<file path="src/rtl/inv_ctrl_pkg.sv">
// Shared encodings and defaults for the invert arbiter slice.
package inv_ctrl_pkg;

    localparam int unsigned DEFAULT_WIDTH = 8;

    typedef enum logic [1:0] {
        ST_IDLE = 2'd0,
        ST_CALC = 2'd1,
        ST_DONE = 2'd2
    } state_t;

    localparam logic ID_REQ0 = 1'b0;
    localparam logic ID_REQ1 = 1'b1;

endpackage

</file>
<file path="src/rtl/invert_core.sv">
// Combinational WIDTH-bit inverter datapath shared by both requesters.
module invert_core
    import inv_ctrl_pkg::*;
#(
    parameter int unsigned WIDTH = DEFAULT_WIDTH
) (
    input  logic [WIDTH-1:0] a,
    output logic [WIDTH-1:0] y
);

    // Plain bitwise NOT, no extension or carry
    assign y = ~a;

endmodule

</file>
<file path="src/rtl/invert_arbiter.sv">
// Two-requester round-robin front end for the shared invert_core.
// One operation in flight: IDLE accepts, CALC computes, DONE holds the result.
module invert_arbiter
    import inv_ctrl_pkg::*;
#(
    parameter int unsigned WIDTH = DEFAULT_WIDTH
) (
    input  logic             clk,
    input  logic             rst,
    input  logic             req0_valid,
    input  logic [WIDTH-1:0] req0_data,
    output logic             req0_ready,
    input  logic             req1_valid,
    input  logic [WIDTH-1:0] req1_data,
    output logic             req1_ready,
    output logic             out_valid,
    output logic [WIDTH-1:0] out_data,
    output logic             out_id,
    input  logic             out_ready,
    output logic             busy
);

    state_t           state;
    logic             last_id;
    logic             cur_id;
    logic [WIDTH-1:0] operand;
    logic [WIDTH-1:0] core_y;
    logic             grant0;
    logic             grant1;

    // Round-robin grant: a lone requester wins, on contention the one not served last
    always_comb begin
        grant0 = 1'b0;
        grant1 = 1'b0;
        if (req0_valid && (!req1_valid || (last_id == ID_REQ1))) begin
            grant0 = 1'b1;
        end else if (req1_valid) begin
            grant1 = 1'b1;
        end
    end

    // Readies only in IDLE and never while reset is asserted
    assign req0_ready = !rst && (state == ST_IDLE) && grant0;
    assign req1_ready = !rst && (state == ST_IDLE) && grant1;
    assign busy       = !rst && (state != ST_IDLE);

    invert_core #(.WIDTH(WIDTH)) u_core (
        .a (operand),
        .y (core_y)
    );

    // Control FSM with operand capture and registered result
    always_ff @(posedge clk) begin
        if (rst) begin
            state     <= ST_IDLE;
            last_id   <= ID_REQ1;
            cur_id    <= ID_REQ0;
            operand   <= '0;
            out_valid <= 1'b0;
            out_data  <= '0;
            out_id    <= ID_REQ0;
        end else begin
            case (state)
                ST_IDLE: begin
                    if (grant0) begin
                        operand <= req0_data;
                        cur_id  <= ID_REQ0;
                        last_id <= ID_REQ0;
                        state   <= ST_CALC;
                    end else if (grant1) begin
                        operand <= req1_data;
                        cur_id  <= ID_REQ1;
                        last_id <= ID_REQ1;
                        state   <= ST_CALC;
                    end
                end
                ST_CALC: begin
                    out_data  <= core_y;
                    out_id    <= cur_id;
                    out_valid <= 1'b1;
                    state     <= ST_DONE;
                end
                ST_DONE: begin
                    if (out_ready) begin
                        out_valid <= 1'b0;
                        state     <= ST_IDLE;
                    end
                end
                default: begin
                    out_valid <= 1'b0;
                    state     <= ST_IDLE;
                end
            endcase
        end
    end

endmodule
</file>
<file path="config.mk">
export PLATFORM = sky130hd
export DESIGN_NAME = invert_arbiter
export DESIGN_NICKNAME = d
export VERILOG_FILES = /design/src/rtl/inv_ctrl_pkg.sv /design/src/rtl/invert_core.sv /design/src/rtl/invert_arbiter.sv
export SDC_FILE = /design/constraint.sdc
export NUM_CORES = 1
export LEC_CHECK = 0
export CORE_MARGIN = 2
export CORE_UTILIZATION = 40
export CTS_BUF_LIST = sky130_fd_sc_hd__clkbuf_2
export CTS_CLUSTER_SIZE = 14
export DETAILED_ROUTE_END_ITERATION = 7
export HOLD_SLACK_MARGIN = 0.03
export PLACE_DENSITY = 0.83
export SYNTH_ARGS = -nofsm -noshare
export SYNTH_HDL_FRONTEND = slang
export SYNTH_SLANG_ARGS = --single-unit
</file>
<file path="constraint.sdc">
create_clock -name clk -period 1.7 [get_ports clk]
set_input_delay 0.34 -clock clk [delete_from_list [all_inputs] [get_ports clk]]
set_output_delay 0.34 -clock clk [all_outputs]
set_load 0.1 [all_outputs]
</file>
# --- Yosys cells after proc, flatten, opt, wreduce, memory -nomap -nowiden ---
# Cells that the tools add are included.
op_classes:
  n_reduce_logical: 14
  eq_ne: 4
  muxes: 13
  bitwise: 2
op_table:
  columns: ["operator", "n"]
  rows:
  - ["$mux W8", 2]
  - ["$not A8 Y8", 1]
  - ["$mux W1", 6]
  - ["$mux W2", 3]
  - ["$pmux W2 S3", 1]
  - ["$reduce_and A2 Y1", 3]
  - ["$logic_and A1 B1 Y1", 5]
  - ["$reduce_bool A2 Y1", 2]
  - ["$ne A3 B3 Y1 const B", 1]
  - ["$pmux W1 S3", 1]
  - ["$eq A2 B1 Y1 const B", 1]
  - ["$eq A2 B2 Y1 const B", 1]
  - ["$logic_not A1 Y1", 2]
  - ["$logic_not A2 Y1", 1]
  - ["$ne A2 B2 Y1 const B", 1]
  - ["$logic_or A1 B1 Y1", 1]
  - ["$not A1 Y1", 1]
totals:
  wordCells: 40
  ff_bits: 22
  out_inout_bits: 13

# --- Longest topological paths before layout ---
logic_depth:
  word_depth: 7
  mapped_depth: 4
  mapped_depth_nobuf: 3

# --- Hierarchy ---
# A second synthesis with hierarchy kept.
hier_totals:
  hier_cells: 123
  hier_area_um2: 985.9
modules_own_cells:
  columns: ["mod", "area_each_um2", "cells_per_inst", "instances"]
  rows:
  - ["invert_arbiter", 955.9, 115, 1]
  - ["invert_core", 30.0, 8, 1]

# --- Worst setup path before layout ---
# Ideal clock, no wire load.
synth_timing:
  path_type: "input to output"
  start: "in req0_valid"
  end: "out req0_ready"
  setup_slack_ps: -2147
  required_ps: 1360
  arrival_time_ps: 3507
  stages: 3
  path_cell_list: "clkbuf_1 > nand2_1 > nor4_1"
synth_between:
  elab_chain_cells: 3
synth_lines:
  columns: ["item", "line_no", "text"]
  rows:
  - ["start, declared", "invert_arbiter.sv:10", "input logic req0_valid,"]
  - ["$logic_and A1 B1 Y1", "invert_arbiter.sv:35", "if (req0_valid && (!req1_valid || (last_id == ID_REQ1))) begin"]
  - ["$mux W1", "invert_arbiter.sv:35", null]
  - ["$logic_and A1 B1 Y1", "invert_arbiter.sv:43", "assign req0_ready = !rst && (state == ST_IDLE) && grant0;"]
  - ["end, declared", "invert_arbiter.sv:12", "output logic req0_ready,"]
# No other way between the ends.

# --- Worst setup path in the final report ---
layout_timing:
  start: "reg last_id"
  end: "out req1_ready"
layout_between:
  elab_chain_cells: 4
layout_lines:
  columns: ["item", "line_no", "text"]
  rows:
  - ["start, declared", "invert_arbiter.sv:24", "logic last_id;"]
  - ["start signal, assigned", "invert_arbiter.sv:56", "last_id <= ID_REQ1;"]
  - ["start signal, assigned", "invert_arbiter.sv:68", "last_id <= ID_REQ0;"]
  - ["start signal, assigned", "invert_arbiter.sv:73", "last_id <= ID_REQ1;"]
  - ["$logic_or A1 B1 Y1", "invert_arbiter.sv:35", null]
  - ["$logic_and A1 B1 Y1", "invert_arbiter.sv:35", null]
  - ["$mux W1", "invert_arbiter.sv:35", null]
  - ["$logic_and A1 B1 Y1", "invert_arbiter.sv:44", "assign req1_ready = !rst && (state == ST_IDLE) && grant1;"]
  - ["end, declared", "invert_arbiter.sv:15", "output logic req1_ready,"]
# No other way between the ends.

==> results.py <==
metrics = {
    "cells_and_area": {
        "drive_above_1_share_pct": 25.0,
        "final_cell_area_um2": 1530,
        "syn2layout_area_growth_pct": 60.4,
        "fin_nets": 171,
        "final_cells": 176,
        "final_util_pct": 68.5,
        "n_antenna_cell": 0,
    },
    "synth": {
        "synth_area_leaders": "dfxtp_1 46%, a21oi_1 9.4%, a311oi_1 7.3%",
        "syn_area_per_cell_um2": 8.51,
        "ys_seq_area_share_pct": 46.2,
        "netlist_instances": 112,
        "synth-seq-cells": 22,
        "synth_top_cell_area_share_pct": 46.2,
        "synth_area_leader_cell": "dfxtp_1",
        "yosysWarnings": 0,
        "yosysUniqueCellTypes": 24,
        "synthesis.nets": 133,
        "syn_area_um2": 953,
    },
    "sta": {
        "slew_violations": 0,
        "timing.fmax_mhz": 579,
        "rsz0062_at_grt": "true",
        "final.setup_skew_ps": 2.75,
        "timing.final.hold_violations": 0,
        "tns_ps": -26.1,
        "maxSlewHeadroom_pct": 64.9,
        "setup_viol": 1,
        "hold_ws_ps": 473,
        "finalCritPeriodShare_pct": 102,
        "worst-slew-pin-transition_ps": 523,
        "worst_slack_ps": -26.1,
        "fin_crit_ps": 1730,
    },
    "placed_design": {
        "dpl-instance-area_um2": 1500,
        "dp_worst_setup_slack_ps": -188,
        "globalplace.congestion": 0.832,
        "hpwlAfterDp_mm": 1.83,
        "portBuffers": 33,
        "dpl.cell_count": 172,
    },
    "cts": {
        "cts.path.max_buffers": 2,
        "cts.clk_slew.worst_paths_ps": 200,
        "h-tree-depth": 1,
        "cts_tree": "yes",
        "cts-root-buf": "clkbuf_2",
        "cts.sinks": 22,
        "cts_buffers": 3,
        "clock_latency_ps": 330,
    },
    "status": {
        "status": "complete, but fails checks",
        "violations": "negative setup slack",
    },
    "global_routing": {
        "groute.layer.met1.usage_pct": 25.2,
        "grt_pass1_vias": 936,
        "grt_max_degree": 23,
        "antenna_found_initial": 0,
        "grt_remaining_overflow": 0,
        "grt.total_usage_pct": 20.9,
        "met2_usage_pct": 34.6,
        "grt_pass1_wl_mm": 4.18,
        "top_usage_layer": "met2",
        "use_met3_pct": 3.71,
    },
    "critical_path": {
        "end_kind": "primary output",
        "cpLargestDelayFamily": "simple AND/OR/NAND/NOR gates",
        "path_class": "flop to primary output",
        "crit_arrival_ps": 1390,
        "crit_required_ps": 1360,
        "critPathBufInv": 1,
        "slowest_stage": "dfxtp_2",
        "critPathMaxStageDelay_ps": 390,
        "start_kind": "flop",
        "crit_fanout": 3,
        "cp_cell_sequence": "nand2b_4 -> nand2_4 -> and4b_2 -> buf_12",
        "reg2reg_depth": 4,
        "critical_path_depth": 4,
    },
    "min_path": {
        "holdPathStages": 1,
        "hold_path_class": "flop to flop",
    },
    "floorplan": {
        "die_area_um2": 2790,
        "die_h_um": 52.8,
        "die_w_um": 52.8,
        "pin_count": 34,
        "initial_utilization_pct": 42.7,
        "rows": 17,
        "core_um2": 2230,
    },
    "routing": {
        "ant_nets": 0,
        "wl_per_cell_um": 13.9,
        "vias": 983,
        "drc": 0,
        "vias_per_cell": 5.59,
        "totalWireLength_mm": 2.45,
        "drt_first_pass_iters": 4,
        "drt-initial-drc-count": 17,
    },
    "pwr": {
        "irDropWorstVdd_mv": 0.614,
        "p_per_area_nw_per_um2": 913,
        "fin_total_pwr_mw": 1.40,
        "leakage_nw": 0.590,
    },
    "job": {
        "drv_cap": 0,
    },
}
## report_power, final
part           switching [mW]  internal, mW
sequential             0.0509         0.574
clock                   0.155        0.0481
combinational           0.337         0.230
## cell families after synthesis
| kind of cell | count (synthesis) | share of synthesized area, % |
|---|---|---|
| flip-flops | 22 | 46.2 |
| AO/OA/AOI/OAI | 37 | 24.4 |
| buffers and inverters | 9 | 4.99 |
| AND/OR/NAND/NOR | 44 | 24.4 |
## synth_stat cells
cell	count
a211oi_2	2
a21oi_1	18
a311oi_1	8
and2b_1	2
and3_1	1
and4b_1	1
buf_2	2
buf_4	1
buf_6	1
clkbuf_1	4
dfxtp_1	22
inv_1	1
nand2_1	9
nand2b_1	8
nand3_1	8
nor2_1	7
nor2_2	1
nor2b_1	1
nor3_1	2
nor3_2	1
nor4_1	2
o21ai_0	8
o21bai_1	1
or2_2	1
## routing by layer
metal | wire length, µm | vias to the layer above | share of wire (%)
met3 | 228 | 4 | 9.3
met4 | 61 | 0 | 2.5
met5 | 0 | - | 0
met2 | 1230 | 59 | 50
li1 | - | 479 | -
met1 | 936 | 441 | 38
## placed cells by master (no fill, tap or decap)
| cell type | count |
|---|---|
| and3_1 | 1 |
| a21oi_1 | 18 |
| buf_12 | 13 |
| nand2b_1 | 7 |
| clkbuf_2 | 3 |
| or2_2 | 1 |
| nor2b_1 | 1 |
| buf_4 | 8 |
| dfxtp_2 | 3 |
| o21bai_1 | 1 |
| o21ai_0 | 8 |
| nand2_4 | 1 |
| nor2_1 | 6 |
| nor3_2 | 1 |
| nor4_4 | 1 |
| and2b_1 | 2 |
| and4b_2 | 1 |
| nand3_1 | 8 |
| nor3_1 | 2 |
| dfxtp_1 | 19 |
| inv_1 | 1 |
| dlygate4sd2_1 | 1 |
| a211oi_2 | 2 |
| nor4_1 | 1 |
| clkdlybuf4s50_1 | 18 |
| nand2b_4 | 1 |
| nor2_4 | 2 |
| a311oi_1 | 8 |
| nand2_1 | 8 |
| dlymetal6s2s_1 | 1 |
## area by class of cell
cell class	instances	area, µm²
tap	28	35.0
timing repair buffer	41	522
inverter	1	3.75
sequential	22	444
fill	181	704
multi-input combinational	81	509
clock buffer	3	15.0
## worst register-to-register path: cells and delay by family (launching register included)
kind / cells / cell delay (ps)
AO/OA/AOI/OAI: 1 / 200
AND/OR/NAND/NOR: 2 / 560
flip-flops: 1 / 400
buffers and inverters: 1 / 160
## registers in the layout, summed over array words and instances (netlist names)
| name | cells |
|---|---|
| out_valid | 1 |
| out_id | 1 |
| operand | 8 |
| last_id | 1 |
| out_data | 8 |
| state | 2 |
| cur_id | 1 |
## worst paths after layout
kind,start,end,slack (ps)
worst max register to register,state[1],out_data[2],330
worst min-delay path,operand[1],out_data[1],470
worst min register to register,operand[1],out_data[1],470
worst max-delay path,last_id,req1_ready,-30
## timing repair
action / 4_1_cts / 5_1_grt
setup buffers: 0 / 1
setup endpoints to repair: 2 / 2
pin swaps: 2 / 0
gates resized for setup: 4 / 1
hold buffers: 0 / 0
Note: power is estimated with default switching activity, not from simulation.
